[src/rtl/tennis_pkg.sv]
// Shared types for the tennis scoreboard: point codes, point-FSM and match-FSM states.
// Optional feature macro (used by tennis_game_fsm): TENNIS_NO_AD_SCORING_EN.
package tennis_pkg;

    typedef enum logic [2:0] {
        LOVE = 3'd0,
        P15  = 3'd1,
        P30  = 3'd2,
        P40  = 3'd3,
        AD   = 3'd4
    } pt_code_t;

    typedef enum logic [1:0] {
        NORMAL = 2'd0,
        DEUCE  = 2'd1,
        ADV_L  = 2'd2,
        ADV_R  = 2'd3
    } pt_state_t;

    typedef enum logic {
        PLAY       = 1'b0,
        MATCH_OVER = 1'b1
    } match_state_t;

    // Saturates at 40; reaching advantage is handled by the point FSM, not by counting.
    function automatic pt_code_t pt_inc(input pt_code_t p);
        pt_code_t r;
        case (p)
            LOVE:    r = P15;
            P15:     r = P30;
            default: r = P40;
        endcase
        return r;
    endfunction

endpackage

[src/rtl/tennis_game_fsm.sv]
// Per-game point FSM: tracks both point codes and flags the point that wins the game.
// Macro TENNIS_NO_AD_SCORING_EN selects sudden-death scoring at 40-40 (no deuce/advantage).
//
// state  | meaning
// NORMAL | ordinary scoring, neither side past 40 together
// DEUCE  | 40-40 with advantage scoring
// ADV_L  | left holds advantage (code 4)
// ADV_R  | right holds advantage (code 4)
module tennis_game_fsm
    import tennis_pkg::*;
(
    input  logic     clk,
    input  logic     reset,
    input  logic     clear,
    input  logic     pointLeft,
    input  logic     pointRight,
    output pt_code_t ptsLeft,
    output pt_code_t ptsRight,
    output logic     gameWonLeft,
    output logic     gameWonRight,
    output logic     winLeftNext,
    output logic     winRightNext
);

`ifdef TENNIS_NO_AD_SCORING_EN
    localparam bit AD_SCORING = 1'b0;
`else
    localparam bit AD_SCORING = 1'b1;
`endif

    pt_state_t state_q, state_d;
    pt_code_t  pl_q, pl_d, pr_q, pr_d;
    logic      won_l_q, won_r_q;
    logic      win_l, win_r;

    always_comb begin
        state_d = state_q;
        pl_d    = pl_q;
        pr_d    = pr_q;
        win_l   = 1'b0;
        win_r   = 1'b0;
        if (clear) begin
            state_d = NORMAL;
            pl_d    = LOVE;
            pr_d    = LOVE;
        end else if (pointLeft ^ pointRight) begin
            case (state_q)
                NORMAL: begin
                    // With advantage scoring 40-40 lives in DEUCE, so 40 here always wins.
                    if (pointLeft) begin
                        if (pl_q == P40) begin
                            win_l = 1'b1;
                        end else begin
                            pl_d = pt_inc(pl_q);
                            if (AD_SCORING && pl_q == P30 && pr_q == P40)
                                state_d = DEUCE;
                        end
                    end else begin
                        if (pr_q == P40) begin
                            win_r = 1'b1;
                        end else begin
                            pr_d = pt_inc(pr_q);
                            if (AD_SCORING && pr_q == P30 && pl_q == P40)
                                state_d = DEUCE;
                        end
                    end
                end
                DEUCE: begin
                    if (pointLeft) begin
                        state_d = ADV_L;
                        pl_d    = AD;
                    end else begin
                        state_d = ADV_R;
                        pr_d    = AD;
                    end
                end
                ADV_L: begin
                    if (pointLeft) begin
                        win_l = 1'b1;
                    end else begin
                        state_d = DEUCE;
                        pl_d    = P40;
                        pr_d    = P40;
                    end
                end
                ADV_R: begin
                    if (pointRight) begin
                        win_r = 1'b1;
                    end else begin
                        state_d = DEUCE;
                        pl_d    = P40;
                        pr_d    = P40;
                    end
                end
                default: state_d = NORMAL;
            endcase
            if (win_l || win_r) begin
                state_d = NORMAL;
                pl_d    = LOVE;
                pr_d    = LOVE;
            end
        end
    end

    always_ff @(posedge clk or posedge reset) begin
        if (reset) begin
            state_q <= NORMAL;
            pl_q    <= LOVE;
            pr_q    <= LOVE;
            won_l_q <= 1'b0;
            won_r_q <= 1'b0;
        end else begin
            state_q <= state_d;
            pl_q    <= pl_d;
            pr_q    <= pr_d;
            won_l_q <= win_l;
            won_r_q <= win_r;
        end
    end

    assign ptsLeft      = pl_q;
    assign ptsRight     = pr_q;
    assign gameWonLeft  = won_l_q;
    assign gameWonRight = won_r_q;
    assign winLeftNext  = win_l;
    assign winRightNext = win_r;

    a_no_ad_states: assert property (@(posedge clk) disable iff (reset)
        !AD_SCORING |-> (state_q == NORMAL && pl_q != AD && pr_q != AD));

endmodule

[src/rtl/tennis_scoreboard.sv]
// Tennis match scoreboard: games counters, match FSM and server tracking around tennis_game_fsm.
// Macro TENNIS_NO_AD_SCORING_EN (handled in tennis_game_fsm) selects no-advantage scoring.
module tennis_scoreboard
    import tennis_pkg::*;
#(
    parameter int GAMES_TO_WIN = 6
) (
    input  logic       CLK100MHZ,
    input  logic       reset,
    input  logic       pointLeft,
    input  logic       pointRight,
    input  logic       newMatch,
    output logic [2:0] ptsLeft,
    output logic [2:0] ptsRight,
    output logic [3:0] gamesLeft,
    output logic [3:0] gamesRight,
    output logic       serveLeft,
    output logic       gameWon,
    output logic       matchOver,
    output logic       winnerLeft
);

    localparam logic [3:0] GAMES_MAX = 4'(GAMES_TO_WIN);

    match_state_t state_q, state_d;
    logic [3:0]   gl_q, gl_d, gr_q, gr_d;
    logic         serve_q, serve_d;
    logic         first_q, first_d;
    logic         winl_q, winl_d;

    logic         point_en, pl_g, pr_g;
    pt_code_t     pts_l, pts_r;
    logic         won_l, won_r, win_l, win_r;

    // Points only reach the game FSM during play and when no new match is requested.
    assign point_en = (state_q == PLAY) && !newMatch;
    assign pl_g     = pointLeft  && point_en;
    assign pr_g     = pointRight && point_en;

    tennis_game_fsm u_game (
        .clk          (CLK100MHZ),
        .reset        (reset),
        .clear        (newMatch),
        .pointLeft    (pl_g),
        .pointRight   (pr_g),
        .ptsLeft      (pts_l),
        .ptsRight     (pts_r),
        .gameWonLeft  (won_l),
        .gameWonRight (won_r),
        .winLeftNext  (win_l),
        .winRightNext (win_r)
    );

    always_comb begin
        state_d = state_q;
        gl_d    = gl_q;
        gr_d    = gr_q;
        serve_d = serve_q;
        first_d = first_q;
        winl_d  = winl_q;
        if (newMatch) begin
            // The opening server alternates from match to match.
            state_d = PLAY;
            gl_d    = 4'd0;
            gr_d    = 4'd0;
            first_d = ~first_q;
            serve_d = ~first_q;
            winl_d  = 1'b0;
        end else if (state_q == PLAY && (win_l || win_r)) begin
            serve_d = ~serve_q;
            if (win_l) begin
                if (gl_q < GAMES_MAX)
                    gl_d = gl_q + 4'd1;
                if (gl_q == GAMES_MAX - 4'd1) begin
                    state_d = MATCH_OVER;
                    winl_d  = 1'b1;
                end
            end else begin
                if (gr_q < GAMES_MAX)
                    gr_d = gr_q + 4'd1;
                if (gr_q == GAMES_MAX - 4'd1) begin
                    state_d = MATCH_OVER;
                    winl_d  = 1'b0;
                end
            end
        end
    end

    always_ff @(posedge CLK100MHZ or posedge reset) begin
        if (reset) begin
            state_q <= PLAY;
            gl_q    <= 4'd0;
            gr_q    <= 4'd0;
            serve_q <= 1'b1;
            first_q <= 1'b1;
            winl_q  <= 1'b0;
        end else begin
            state_q <= state_d;
            gl_q    <= gl_d;
            gr_q    <= gr_d;
            serve_q <= serve_d;
            first_q <= first_d;
            winl_q  <= winl_d;
        end
    end

    assign ptsLeft    = pts_l;
    assign ptsRight   = pts_r;
    assign gamesLeft  = gl_q;
    assign gamesRight = gr_q;
    assign serveLeft  = serve_q;
    assign gameWon    = won_l | won_r;
    assign matchOver  = (state_q == MATCH_OVER);
    assign winnerLeft = winl_q;

    a_games_bound: assert property (@(posedge CLK100MHZ) disable iff (reset)
        (gl_q <= GAMES_MAX) && (gr_q <= GAMES_MAX));

endmodule

[config.mk]
export PLATFORM = sky130hd
export DESIGN_NAME = tennis_scoreboard
export DESIGN_NICKNAME = d
export VERILOG_FILES = /design/src/rtl/tennis_pkg.sv /design/src/rtl/tennis_game_fsm.sv /design/src/rtl/tennis_scoreboard.sv
export SDC_FILE = /design/constraint.sdc
export NUM_CORES = 1
export LEC_CHECK = 0
export CORE_AREA = 2 2 64 48
export CTS_CLUSTER_SIZE = 28
export DETAILED_ROUTE_END_ITERATION = 10
export DIE_AREA = 0 0 66 50
export PLACE_DENSITY_LB_ADDON = 0.12
export SYNTH_ARGS = -nofsm -noshare
export SYNTH_HDL_FRONTEND = slang
export SYNTH_SLANG_ARGS = --single-unit
[constraint.sdc]
create_clock -name CLK100MHZ -period 3.6 [get_ports CLK100MHZ]
set_input_delay 0.72 -clock CLK100MHZ [delete_from_list [all_inputs] [get_ports CLK100MHZ]]
set_output_delay 0.72 -clock CLK100MHZ [all_outputs]
set_load 0.005 [all_outputs]
Word level (Yosys, flattened, before mapping) --
Index checks and enable logic that the tools add are counted. Widths: inputs -> output; s select.
Storage, ports and cells: flip-flop bits (word level) 22, input port bits 5, output and inout bits 18, word-level logic and storage cells 134
Cells by class: $add $sub $neg 2, $lt $le $gt $ge 2, equality and inequality tests 25, multiplexer cells 65, bitwise operators 5, reductions and logical operators 24
Operators with widths (count):
- $mux 3 | 14
- $mux 4 | 8
- $mux 1 | 26
- $ne 4x4->1 const B | 6
- $pmux 3 s4 | 2
- $mux 2 | 10
- $eq 3x2->1 const B | 4
- $reduce_and 6->1 | 2
- $ne 5x5->1 const B | 2
- $reduce_bool 2->1 | 5
- $reduce_and 3->1 | 3
- $add 4x1->4 const B | 2
- $eq 4x3->1 const B | 2
- $lt 4x3->1 const B | 2
- $ne 4x2->1 const B | 2
- $pmux 2 s2 | 2
- $pmux 2 s4 | 1
- $reduce_and 7->1 | 1
- $eq 3x1->1 const B | 2
- $logic_and 1x1->1 | 6
- $logic_not 3->1 | 2
- $ne 5x2->1 const B | 1
- $ne 5x4->1 const B | 1
- $eq 2x2->1 const B | 2
- other kinds (11) | 15

Depth between registers and ports, before layout --
Gate-level depths: netlist of run 1.
depth after elaboration 13, mapped depth 7, gate-level depth less buffers 7

By module --
A second synthesis of run 1 with hierarchy kept.
Unflattened totals: cells, all modules 143, area, all modules 1467.7 um^2
Modules (own cells, without submodules):
- tennis_game_fsm | instances 1, cells each 80, area each 804.5 um^2, seq. area each 250.2 um^2
- tennis_scoreboard | instances 1, cells each 63, area each 663.1 um^2, seq. area each 302.8 um^2

Worst setup path after synthesis of run 1 --
Ideal clock, no wire load.
path type in2reg, start point in newMatch, end point reg u_game.state_q[1], library setup time 0.125 ns, data arrival time 2.064 ns, data required time 3.475 ns, slack 1.412 ns, stages 5, path buffers 0, path through or3b_1 a31oi_4 o21ai_2 o221ai_1 mux2_2
Between the ends: cells in the longest elaborated chain, start to end 11, elaborated cells on any way between the ends 29, classes of those cells 6 x eq/ne; 15 x mux; 1 x bitwise; 7 x reduce/logical
RTL lines:
- start: declaration | line tennis_scoreboard.sv:12 | input logic newMatch,
- branches (longest 11 deep; another with $reduce_and 7->1)
- end signal: assignment | line tennis_game_fsm.sv:113 | state_q <= state_d;
- end: declaration | line tennis_game_fsm.sv:31 | pt_state_t state_q, state_d;
Several ways; the timed one is not identified. The select of a mux whose other input is x is not followed. A chain may end at the register's enable or synchronous reset.

Worst setup path in the final report of run 1 --
Same ends and word-level chain as after synthesis.

==> results of run 1 <==
==> synthesized netlist by cell type, types with 3 or more instances <==
| cell type | instances |
|---|---|
| a31oi_1 | 3 |
| ha_1 | 10 |
| nand2_1 | 3 |
| nand2b_1 | 3 |
| o21ai_0 | 4 |
| dfrtp_1 | 20 |
| o31ai_1 | 4 |
| nor2b_1 | 5 |
| inv_1 | 10 |
| mux2_2 | 4 |
| nand3_1 | 5 |
| or2_2 | 3 |
| nor3_1 | 4 |
| nor2_1 | 7 |
| a21oi_1 | 7 |
==> path summary, 6_finish.rpt <==
path | start | to | slack [ps]
max | newMatch | u_game.state_q[1] | 920
min in group asynchronous | reset | u_game.ptsRight[2] | 910
min reg2reg | first_q | first_q | 510
min | first_q | first_q | 510
max in group asynchronous | reset | gamesRight[0] | 2170
max reg2reg | u_game.state_q[1] | u_game.state_q[1] | 1240
==> worst register-to-register path: cells and delay by family (launching register included) <==
kind / cells / cell delay (ps)
fa+ha+maj: 1 / 340
compound gates: 3 / 740
simple gates: 1 / 230
buf+inv: 1 / 140
flops: 1 / 420
mux: 1 / 370
==> cells by family (layout without fill, tap and decap cells) <==
logic type,Yosys count,after routing
AOI/OAI and AO/OA,41,41
DFF,22,22
xor gates and xnor gates,4,4
muxes,5,5
buffers and inverters,12,38
adders and majority gates,10,10
and+or+nand+nor,42,42
==> power by group <==
group          switching, mW  total, mW  internal (mW)
combinational          0.204      0.405          0.201
sequential            0.0560      0.360          0.304
clock                 0.0800      0.178         0.0976
total                  0.340      0.943          0.602
==> cells in the final DEF (no fill, tap or decap), types with 4 or more instances in the layout <==
cell	instances
clkdlybuf4s50_1	22
dfrtp_1	20
inv_1	10
ha_1	10
nor2_1	7
a21oi_1	7
nor2b_1	5
nand3_1	5
o21ai_0	4
nor3_1	4
mux2_2	4
o31ai_1	4
clkbuf_8	4
==> registers in the layout, indices dropped and copies added, names as in the netlist <==
name / count
matchOver: 1
u_game.state_q: 2
u_game.gameWonLeft: 1
gamesRight: 4
u_game.ptsRight: 3
gamesLeft: 4
first_q: 1
u_game.gameWonRight: 1
serveLeft: 1
u_game.ptsLeft: 3
winnerLeft: 1
==> cell type report <==
cell class	count	area, sq um
tap	36	45.0
fill	254	968
inverter	10	37.5
clock buffer	4	55.1
timing repair buffer	24	235
sequential	22	553
multi-input combinational	102	788
==> metal layers <==
metal  wire length, um  GRT usage [%]
met1              1670           34.9
met2              1350           30.0
met3               160           4.79
met4                11           2.04
met5                 0              0
==> metrics.yaml, run 1 <==
status: "finished, final reports clean"
fin_crit_ps: 2680
final.setup.tns_ps: 0
crit_family: "compound AO/OA/AOI/OAI gates"
rsz0062_at_grt: "false"
yosysWarnings: 0
hold_ws_ps: 508
cp_slowest_cell: "clkdlybuf4s50_1"
cp-start-kind: "input port"
max_freq_mhz: 374
syn_avg_cell_area_sq_um: 10.2
yosysTopAreaCellShare_pct: 36.1
grt_max_degree: 23
synthAdderAreaFrac_pct: 9.03
setup_viol: 0
rr_worst_depth: 7
crit_path_max_fanout: 10
vias: 1170
clockRootBuffer: "clkbuf_8"
cts_buffers: 3
clock_sinks: 22
grt_first_pass_wirelength_um: 5470
synthesis.nets: 151
synth-seq-cells: 22
viasPerCell: 5.91
ys_types: 47
track_usage_pct: 21.6
worstPathRequired_ps: 3760
synth_cells: 136
cp.arrival_ps: 2840
design_area_sq_mm: 0.00171
cts_tree: "done"
wl_per_cell_um: 16.1
p_total_mw: 0.943
synthMuxAreaShare_pct: 3.97
final_cells: 198
cts_max_path_buffers: 2
final_util_pct: 63.9
ios: 23
syn_area_sq_mm: 0.00139
p_leak_nw: 0.728
skew_ps: 7.03
placed_cells: 194
io_buffer_count: 22
post-route-period-util_pct: 74.4
die_w_um: 66
diodes: 0
power_density_mw_per_mm2: 550
hp-class: "reg -> reg"
max_cap_violations: 0
htree_levels: 1
clkTransAtPathRegs_ps: 80
dp_hpwl_um: 2360
grt_pass1_vias: 1089
crit_buf_inv: 2
antenna_found_initial: 0
relSlewSlack_pct: 44.5
synthXorXnorAreaFrac_pct: 2.53
synthArstFlopShare_pct: 100
ys.flop_type: "dfrtp_1"
area_growth_pct: 23.6
drt_iter0_markers: 69
final_layout_size_suffix_gt1_share_pct: 13.6
postCtsSetupBuffers: 0
yosys.area.top_type: "dfrtp_1"
hold_depth: 1
critPathKind: "in -> reg"
ir_drop_mv: 0.277
fin_ws_ps: 923
core_area_sq_mm: 0.00268
yosysSeqAreaShare_pct: 39.9
final_max_slew_viol_count: 0
drt_pass1_iterations: 4
grt_overflow: 0
synth_compound_area_share_pct: 22.7
synthSimpleGateAreaFrac_pct: 18.6
synth_top_family_by_area: "compound AO/OA/AOI/OAI gates"
dpl_worst_slack_ps: 685
crit_path_end_kind: "register"
critical_path_depth: 7
start_util_pct: 51.7
cts_resized: 0
drcViolationCount: 0
cpPeakStageDelay_ps: 420
synth_edf_count: 0
postCtsHoldBufs: 0
synth_area_leaders: "dfrtp_1 (36%), ha_1 (9.0%), dfstp_2 (3.8%)"
wl_um: 3190
final_hold_viol_count: 0
tightest_slew_ps: 832
critical_path.cell_chain: "clkdlybuf4s50_1 > buf_4 > or3b_1 > a31oi_4 > o21ai_2 > o221ai_1 > mux2_2"
die_h_um: 50
die_area_sq_mm: 0.00330
antenna_left: 0
worstSkewPairLatency_ps: 270
nNetsFinal: 178
placedInstanceArea_sq_mm: 0.00166
place.gp.congestion: 0.889
core.rowCount: 16
(Power assumes the default switching activity.)
==> run 2: changes to the inputs <==
Settings changed: CORE_AREA 2 2 64 48 to 2 2 68 51, DIE_AREA 0 0 66 50 to 0 0 70 53.
Clock period 3.6 ns to 2.4 ns, I/O delays scaled along.
==> metrics.yaml, run 2 (same netlist as run 1, synthesis figures left out) <==
max_cap_violations: 0  # unchanged
viasPerCell: 5.68  # was 5.91
drcViolationCount: 0  # unchanged
ir_drop_mv: 0.444  # was 0.277 mV
setup_viol: 0  # unchanged
grt_first_pass_wirelength_um: 5550  # was 5470 um
cp.arrival_ps: 2470  # was 2840 ps
cp_slowest_cell: "clkdlybuf4s50_1"  # unchanged
cts_tree: "done"  # unchanged
final_hold_viol_count: 0  # unchanged
wl_per_cell_um: 15.2  # was 16.1 um
cpPeakStageDelay_ps: 580  # was 420 ps
placed_cells: 215  # was 194
skew_ps: 1.37  # was 7.03 ps
dpl_worst_slack_ps: -174  # was 685 ps
worstSkewPairLatency_ps: 270  # about the same
post-route-period-util_pct: 96.4
antenna_found_initial: 0  # unchanged
postCtsSetupBuffers: 0  # unchanged
cts_buffers: 3  # unchanged
crit_path_end_kind: "register"  # unchanged
final_max_slew_viol_count: 0  # unchanged
dp_hpwl_um: 2500  # was 2360 um
placedInstanceArea_sq_mm: 0.00180  # was 0.00166 sq mm
critical_path.cell_chain: "clkdlybuf4s50_1 > or3b_1 > a31oi_4 > o21ai_2 > o21ai_1 > mux2_2"  # was clkdlybuf4s50_1 > buf_4 > or3b_1 > a31oi_4 > o21ai_2 > o221ai_1 > mux2_2
cts_max_path_buffers: 2  # unchanged
grt_overflow: 0  # unchanged
vias: 1243  # was 1170
mostFrequentLayoutCell: "clkdlybuf4s50_1"  # unchanged
final_util_pct: 62.3  # was 63.9%
clockRootBuffer: "clkbuf_8"  # unchanged
fin_crit_ps: 2310
io_buffer_count: 22  # unchanged
start_util_pct: 45.9  # was 51.7%
fin_ws_ps: 86.8  # was 923 ps
track_usage_pct: 19.8  # was 21.6%
core.rowCount: 17  # was 16
die_w_um: 70  # was 66 um
power_density_mw_per_mm2: 821  # was 550 mW/mm^2
htree_levels: 1  # unchanged
final_cells: 219  # was 198
area_growth_pct: 35.7  # was 23.6%
crit_path_max_fanout: 7  # was 10
antenna_left: 0  # unchanged
grt_pass1_vias: 1147  # was 1089
drt_iter0_markers: 79  # was 69
layout_common_cells: "clkdlybuf4s50_1 (22), buf_4 (21), dfrtp_1 (20)"  # was clkdlybuf4s50_1 (22), dfrtp_1 (20), inv_1 (10), ha_1 (10)
r2r_slack_ps: 140  # was 1240 ps
relSlewSlack_pct: 73.8  # was 44.5%
critPathKind: "in -> reg"  # unchanged
clkTransAtPathRegs_ps: 80  # about the same
p_leak_nw: 0.824  # was 0.728 nW
ios: 23  # unchanged
postCtsHoldBufs: 0  # unchanged
max_freq_mhz: 432
design_area_sq_mm: 0.00188  # was 0.00171 sq mm
die_area_sq_mm: 0.00371  # was 0.00330 sq mm
drt_pass1_iterations: 4  # unchanged
clock_sinks: 22  # unchanged
final_layout_size_suffix_gt1_share_pct: 23.2  # was 13.6%
wl_um: 3340  # was 3190 um
nNetsFinal: 197  # was 178
status: "finished, final reports clean"  # unchanged
cp-start-kind: "input port"  # unchanged
tightest_slew_ps: 390  # was 832 ps
diodes: 0  # unchanged
die_h_um: 53  # was 50 um
rsz0062_at_grt: "false"  # unchanged
hp-class: "reg -> reg"  # unchanged
place.gp.congestion: 0.875  # was 0.889
worstPathRequired_ps: 2560  # was 3760 ps
grt_max_degree: 23  # unchanged
core_area_sq_mm: 0.00302  # was 0.00268 sq mm
## run 2: cell types whose count changed in the layout (fill, tap and decap cells not counted), sizes merged
cell,before,now
bufinv,0,1
buf,2,21
clkbuf,4,3
## run 2: layout make-up
cell class,instances,area (sq um)
timing repair buffer,43,378
clock inverter,1,30.0
tap,38,47.5
sequential,22,553
multi-input combinational,102,795
clock buffer,3,41.3
fill,279,1140
inverter,10,37.5
## run 2: final timing paths
| path | from | endpoint | cells after the start |
|---|---|---|---|
| min in group asynchronous | reset | u_game.ptsLeft[2] | 3 |
| worst min register to register | first_q | first_q | 1 |
| worst max register to register | u_game.state_q[1] | u_game.ptsLeft[0] | 7 |
| worst min-delay path | first_q | first_q | 1 |
| max in group asynchronous | reset | serveLeft | 3 |
| worst max-delay path | pointLeft | u_game.ptsRight[2] | 6 |
## run 2: report_power, final
part           switching (mW)  internal [mW]  total (mW)
logic                   0.314          0.341       0.655
registers              0.0826          0.456       0.539
clock network           0.129          0.223       0.352
## run 2: critical path, delay by kind of cell
family	cells	cell delay, ps
AND/OR/NAND/NOR	1	430
multiplexers	1	360
AO/OA/AOI/OAI	3	610
buffers and inverters	1	580
## run 2: metal layers
metal | global-route usage, % | wire (um) | vias to the layer above
met2 | 29.2 | 1420 | 41
met5 | 0 | 0 | -
li1 | - | - | 598
met1 | 27.1 | 1630 | 598
met3 | 5.90 | 233 | 6
met4 | 8.01 | 48 | 0
## run 2: through the flow
stage	setup TNS (ps)	hold slack [ps]	power, mW
floorplan	0	468	0.918
global placement	-452	496	1.18
detailed placement	-705	498	1.19
CTS	0	513	1.55
global route	0	520	1.65
finish	0	511	1.55
## run 2: what timing repair did
| action | in CTS | in global routing |
|---|---|---|
| hold endpoints to repair | 0 | 0 |
| setup endpoints to repair | 0 | 2 |
| resized for setup | 0 | 2 |
==> run 3: changes to the inputs <==
Settings changed: SLEW_MARGIN set to 20.
==> results of run 3 <==
The final DEF is identical to that of run 2; final timing and power are the same.
==> edit 1: new RTL, settings of run 3 <==
Register the outputs `gameWon` and `matchOver`; this adds one clock of latency there. The other outputs are not delayed to match.
--- a/src/rtl/tennis_scoreboard.sv
+++ b/src/rtl/tennis_scoreboard.sv
@@ -110,6 +110,8 @@
     assign gamesRight = gr_q;
     assign serveLeft  = serve_q;
-    assign gameWon    = won_l | won_r;
-    assign matchOver  = (state_q == MATCH_OVER);
+    always_ff @(posedge CLK100MHZ) begin
+        gameWon   <= won_l | won_r;
+        matchOver <= (state_q == MATCH_OVER);
+    end
     assign winnerLeft = winl_q;
 
Behaviour: not the same (a bounded check fails within 10 cycles, from zero or initial values and one cycle with reset high).
==> edit 1 against run 3 <==
  * Worst setup slack improved by 140 ps
  * Cell count decreased by 3.2%
  * Area after synthesis increased by 5.2%
  * Synthesized cell count increased by 6.6%
  * Register-to-register slack improved by 80 ps
  * Power increased by 6.0%
  * Final area decreased by 3.8%
  * Routed wire length decreased by 4.4%
  * Sequential cell count increased by 2
  * Critical path type is now reg2reg
  * Highest routed layer unchanged
==> edit 1: results (changes against run 3) <==
STATUS
--------------------------------------------------------------------------------
Result of the run                                                   complete, no violations

FINISH
--------------------------------------------------------------------------------
Net count, final                                                             190   -3.6%
Number of ordinary inverters in the final layout                              11   +1
Clock buffer instance count of the final layout                                4   +1
Storage element area                                                     593 µm²   +7.2%
NonClk Buf Share                                                           15.1%   -5.0 points
Total area of multi-input combinational cells                            801 µm²   +0.79%
Fill cell total of the finished layout                                       260   -6.8%
Share of layout cells above drive strength 1                               14.4%   -8.8 points
Non-Filler Instances                                                         212   -3.2%
Repair and plain buffers                                                      29   -33%
Multi-input combinational gate total                                         106   +3.9%

GLOBAL ROUTING
--------------------------------------------------------------------------------
Via count of the first global-routing pass                                  1101   -4.0%
Wire length of the first global-routing pass                             5170 µm   -6.9%

DETAILED ROUTING
--------------------------------------------------------------------------------
Final routed wire length divided by cell count                           15.0 µm   -1.2%
Number of vias per cell                                                     5.61   -1.1%
Iteration count of the initial detailed-routing pass                           5   +1
Iteration-0 DRC count of the detailed router                                  64   -19%

LOGIC SYNTHESIS
--------------------------------------------------------------------------------
Gate Count Post-Synth                                                        145   +6.6%
Fraction of the mapped netlist area in compound gates                      18.3%   -4.5 points
Post-synthesis xor/xnor area fraction                                      2.40%   -0.13 points
Ranking of synthesized cells by area                                dfrtp_1 34%, ha_1 8.6%, a21oi_1 4.1%
Multiplexer area fraction after synthesis                                  5.49%   +1.5 points
Synth unique cells                                                            48   +2.1%
Share of async-settable or async-resettable flops after synthesis          91.7%   -8.3 points
Net Count, Synth                                                             160   +6.0%
Most used standard cells in the synthesized netlist                 20 x dfrtp_1, 12 x a21oi_1, 11 x inv_1
Register area share after synthesis                                        40.7%   +0.76 points

PWR
--------------------------------------------------------------------------------
Static Leakage                                                       0.000805 µW   -2.3%
Worst vdd rail ir drop                                                0.000364 V   -18%

TIMING
--------------------------------------------------------------------------------
Slew at the pin closest to its max-slew limit                             424 ps   +33.9 ps
Max Clock Skew                                                           3.04 ps   +1.67 ps

SETUP PATH
--------------------------------------------------------------------------------
Data arrival time of the critical path                                   2380 ps   -90 ps

PLACED DESIGN
--------------------------------------------------------------------------------
Last weighted congestion value of the routability-driven placer            0.944   +7.9%

CTS
--------------------------------------------------------------------------------
Sink Count                                                                    24   +9.1%

edit 1: cell types whose count changed after synthesis, moves of 3 or more:
cell / change
a21oi_1: +5
nand3_1: -3
nand2_1: +6
mux2_2: -4
mux2i_1: +4
o31ai_1: -3
o21ai_0: +3
edit 1: worst max-delay path: cells and delay by family, from the launching register on:
kind	cells	cell delay (ps)
AO/OA/AOI/OAI	4	980
flip-flops	1	440
AND/OR/NAND/NOR	1	270
buffers and inverters	1	120
adder cells (fa/ha/maj)	1	290
edit 1: stage by stage:
step / utilization [%] / area [µm²] / power [µW] / worst slack (ps)
2_1_floorplan: - / 1460 / 1070 / 518
3_3_place_gp: 58.1 / 1760 / 1340 / 93.6
3_5_place_dp: 58.1 / 1760 / 1360 / 52.0
4_1_cts: 59.9 / 1810 / 1640 / 276
5_1_grt: 59.9 / 1810 / 1750 / 86.9
6_report: 59.9 / 1810 / 1640 / 222
edit 1: worst paths after layout:
path	startpoint	endpoint	slack, ps	cells past startpoint
setup / recovery	u_game.state_q[1]	u_game.ptsRight[1]	220	7
hold / removal	u_game.gameWonLeft	gameWon	430	1
setup reg to reg	u_game.state_q[1]	u_game.ptsRight[1]	220	7
hold reg to reg	u_game.gameWonLeft	gameWon	430	1
max in group asynchronous	reset	first_q	1580	3
min in group asynchronous	reset	u_game.ptsLeft[2]	540	3
edit 1: routing by layer:
layer  part of all wire (%)  track usage (%)  wire [µm]
met5                      0                0          0
met4                    1.9             7.05         59
met3                    7.2             4.19        230
met2                     42             27.8       1330
met1                     49             25.5       1570
edit 1: where the power goes:
part           switching (µW)  leakage, µW  internal (µW)
logic                     375     0.000469            382
registers                 103     0.000307            503
clock network             129    0.0000288            147
==> edit 2: new RTL, settings of run 3 <==
Made on the original files. Build with the macro `TENNIS_NO_AD_SCORING_EN` defined.
--- a/src/rtl/tennis_game_fsm.sv
+++ b/src/rtl/tennis_game_fsm.sv
@@ -7,4 +7,6 @@
 // ADV_L  | left holds advantage (code 4)
 // ADV_R  | right holds advantage (code 4)
+`define TENNIS_NO_AD_SCORING_EN
+
 module tennis_game_fsm
     import tennis_pkg::*;
Function: changed (Yosys sat finds a counterexample within 10 cycles, from zero or initial values and one cycle with reset high).
==> edit 2 against run 3 <==
  * Sequential cell count stayed put
  * Power is 0.52% higher
  * Core utilization is 4.0 points lower
  * Die area stayed put
  * Area after synthesis is 1.5% lower
  * Worst hold slack better by 16 ps
  * First-iteration DRC count is 38% lower
  * Final area is 6.4% lower
  * Routed wire length is 11% lower
  * Worst setup slack better by 110 ps
  * Sequential power is 1% lower
  * Critical endpoint is now u_game.ptsLeft[2]
  * Largest cell class unchanged
  * Highest routed layer is now met3
==> edit 2: results (changes against run 3) <==
TIMING
------------------------------------------------------------------------------
Min cycle time layout                                                  2200 ps   -115 ps
Max Clock Skew                                                         5.53 ps   +4.16 ps
Remaining max-slew budget at the tightest pin                            65.3%   -8.5 points

FINISH
------------------------------------------------------------------------------
Share of layout cells above drive strength 1                             18.9%   -4.3 points
Fill cell total of the finished layout                                     266   -4.7%

LOGIC SYNTHESIS
------------------------------------------------------------------------------
Post-synthesis xor/xnor area fraction                                    3.21%   +0.68 points
Ranking of synthesized cells by area                              dfrtp_1 37%, ha_1 8.2%, dfstp_2 3.8%
Register area share after synthesis                                      40.5%   +0.62 points
Gate Count Post-Synth                                                      131   -3.7%
Synth unique cells                                                          52   +11%

STATUS
------------------------------------------------------------------------------
Result of the run                                                 complete, no violations

PLACED DESIGN
------------------------------------------------------------------------------
Post-placement worst setup slack                                     -0.537 ps   +174 ps
Last weighted congestion value of the routability-driven placer          0.850   -2.8%

DETAILED ROUTING
------------------------------------------------------------------------------
Via count                                                                 1101   -11%
Iteration-0 DRC count of the detailed router                                49   -38%
Total wire length                                                      2960 µm   -11%

SETUP PATH
------------------------------------------------------------------------------
Largest stage delay on the critical path                                420 ps   -160 ps
Worst-path maximum fanout                                                    9   +2
Worst reg2reg startpoint                                          u_game.state_q[0]
Type of the worst setup path                                           reg2reg
CP endpoint                                                       u_game.ptsLeft[2]
Reg-to-reg slack, setup                                                 200 ps   +60 ps
R2r worst-path depth                                                         6   -1

PWR
------------------------------------------------------------------------------
Worst vdd rail ir drop                                              0.000611 V   +38%
Pwr Total                                                              1550 µW   +0.52%

GLOBAL ROUTING
------------------------------------------------------------------------------
Via count of the first global-routing pass                                1015   -12%
Total GRT Usage                                                          17.5%   -2.3 points
Wire length of the first global-routing pass                           4980 µm   -10%

## edit 2: area by class of cell
class | instances | area share, %
well taps | 38 | 2.70
flip-flops and latches | 22 | 31.4
repair buffers | 32 | 16.8
clock buffers | 3 | 2.35
multi-input cells | 96 | 42.9
inverters | 10 | 2.13
clock inverters | 1 | 1.71
## edit 2: metal layers
| layer | global-route usage (%) | part of all wire [%] |
|---|---|---|
| met1 | 25.3 | 53 |
| met2 | 27.0 | 43 |
| met3 | 4.76 | 4.4 |
| met4 | 1.92 | 0 |
| met5 | 0 | 0 |
## edit 2: worst min-delay path by stage
stage / from / end / slack, ps / cells after the start
6_report: first_q / first_q / 530 / 1
4_1_cts: first_q / first_q / 530 / 1
3_5_place_dp: first_q / first_q / 510 / 1
5_1_grt: first_q / first_q / 530 / 1
2_1_floorplan: reset / gamesLeft[0] / 470 / 1
3_3_place_gp: first_q / first_q / 520 / 1
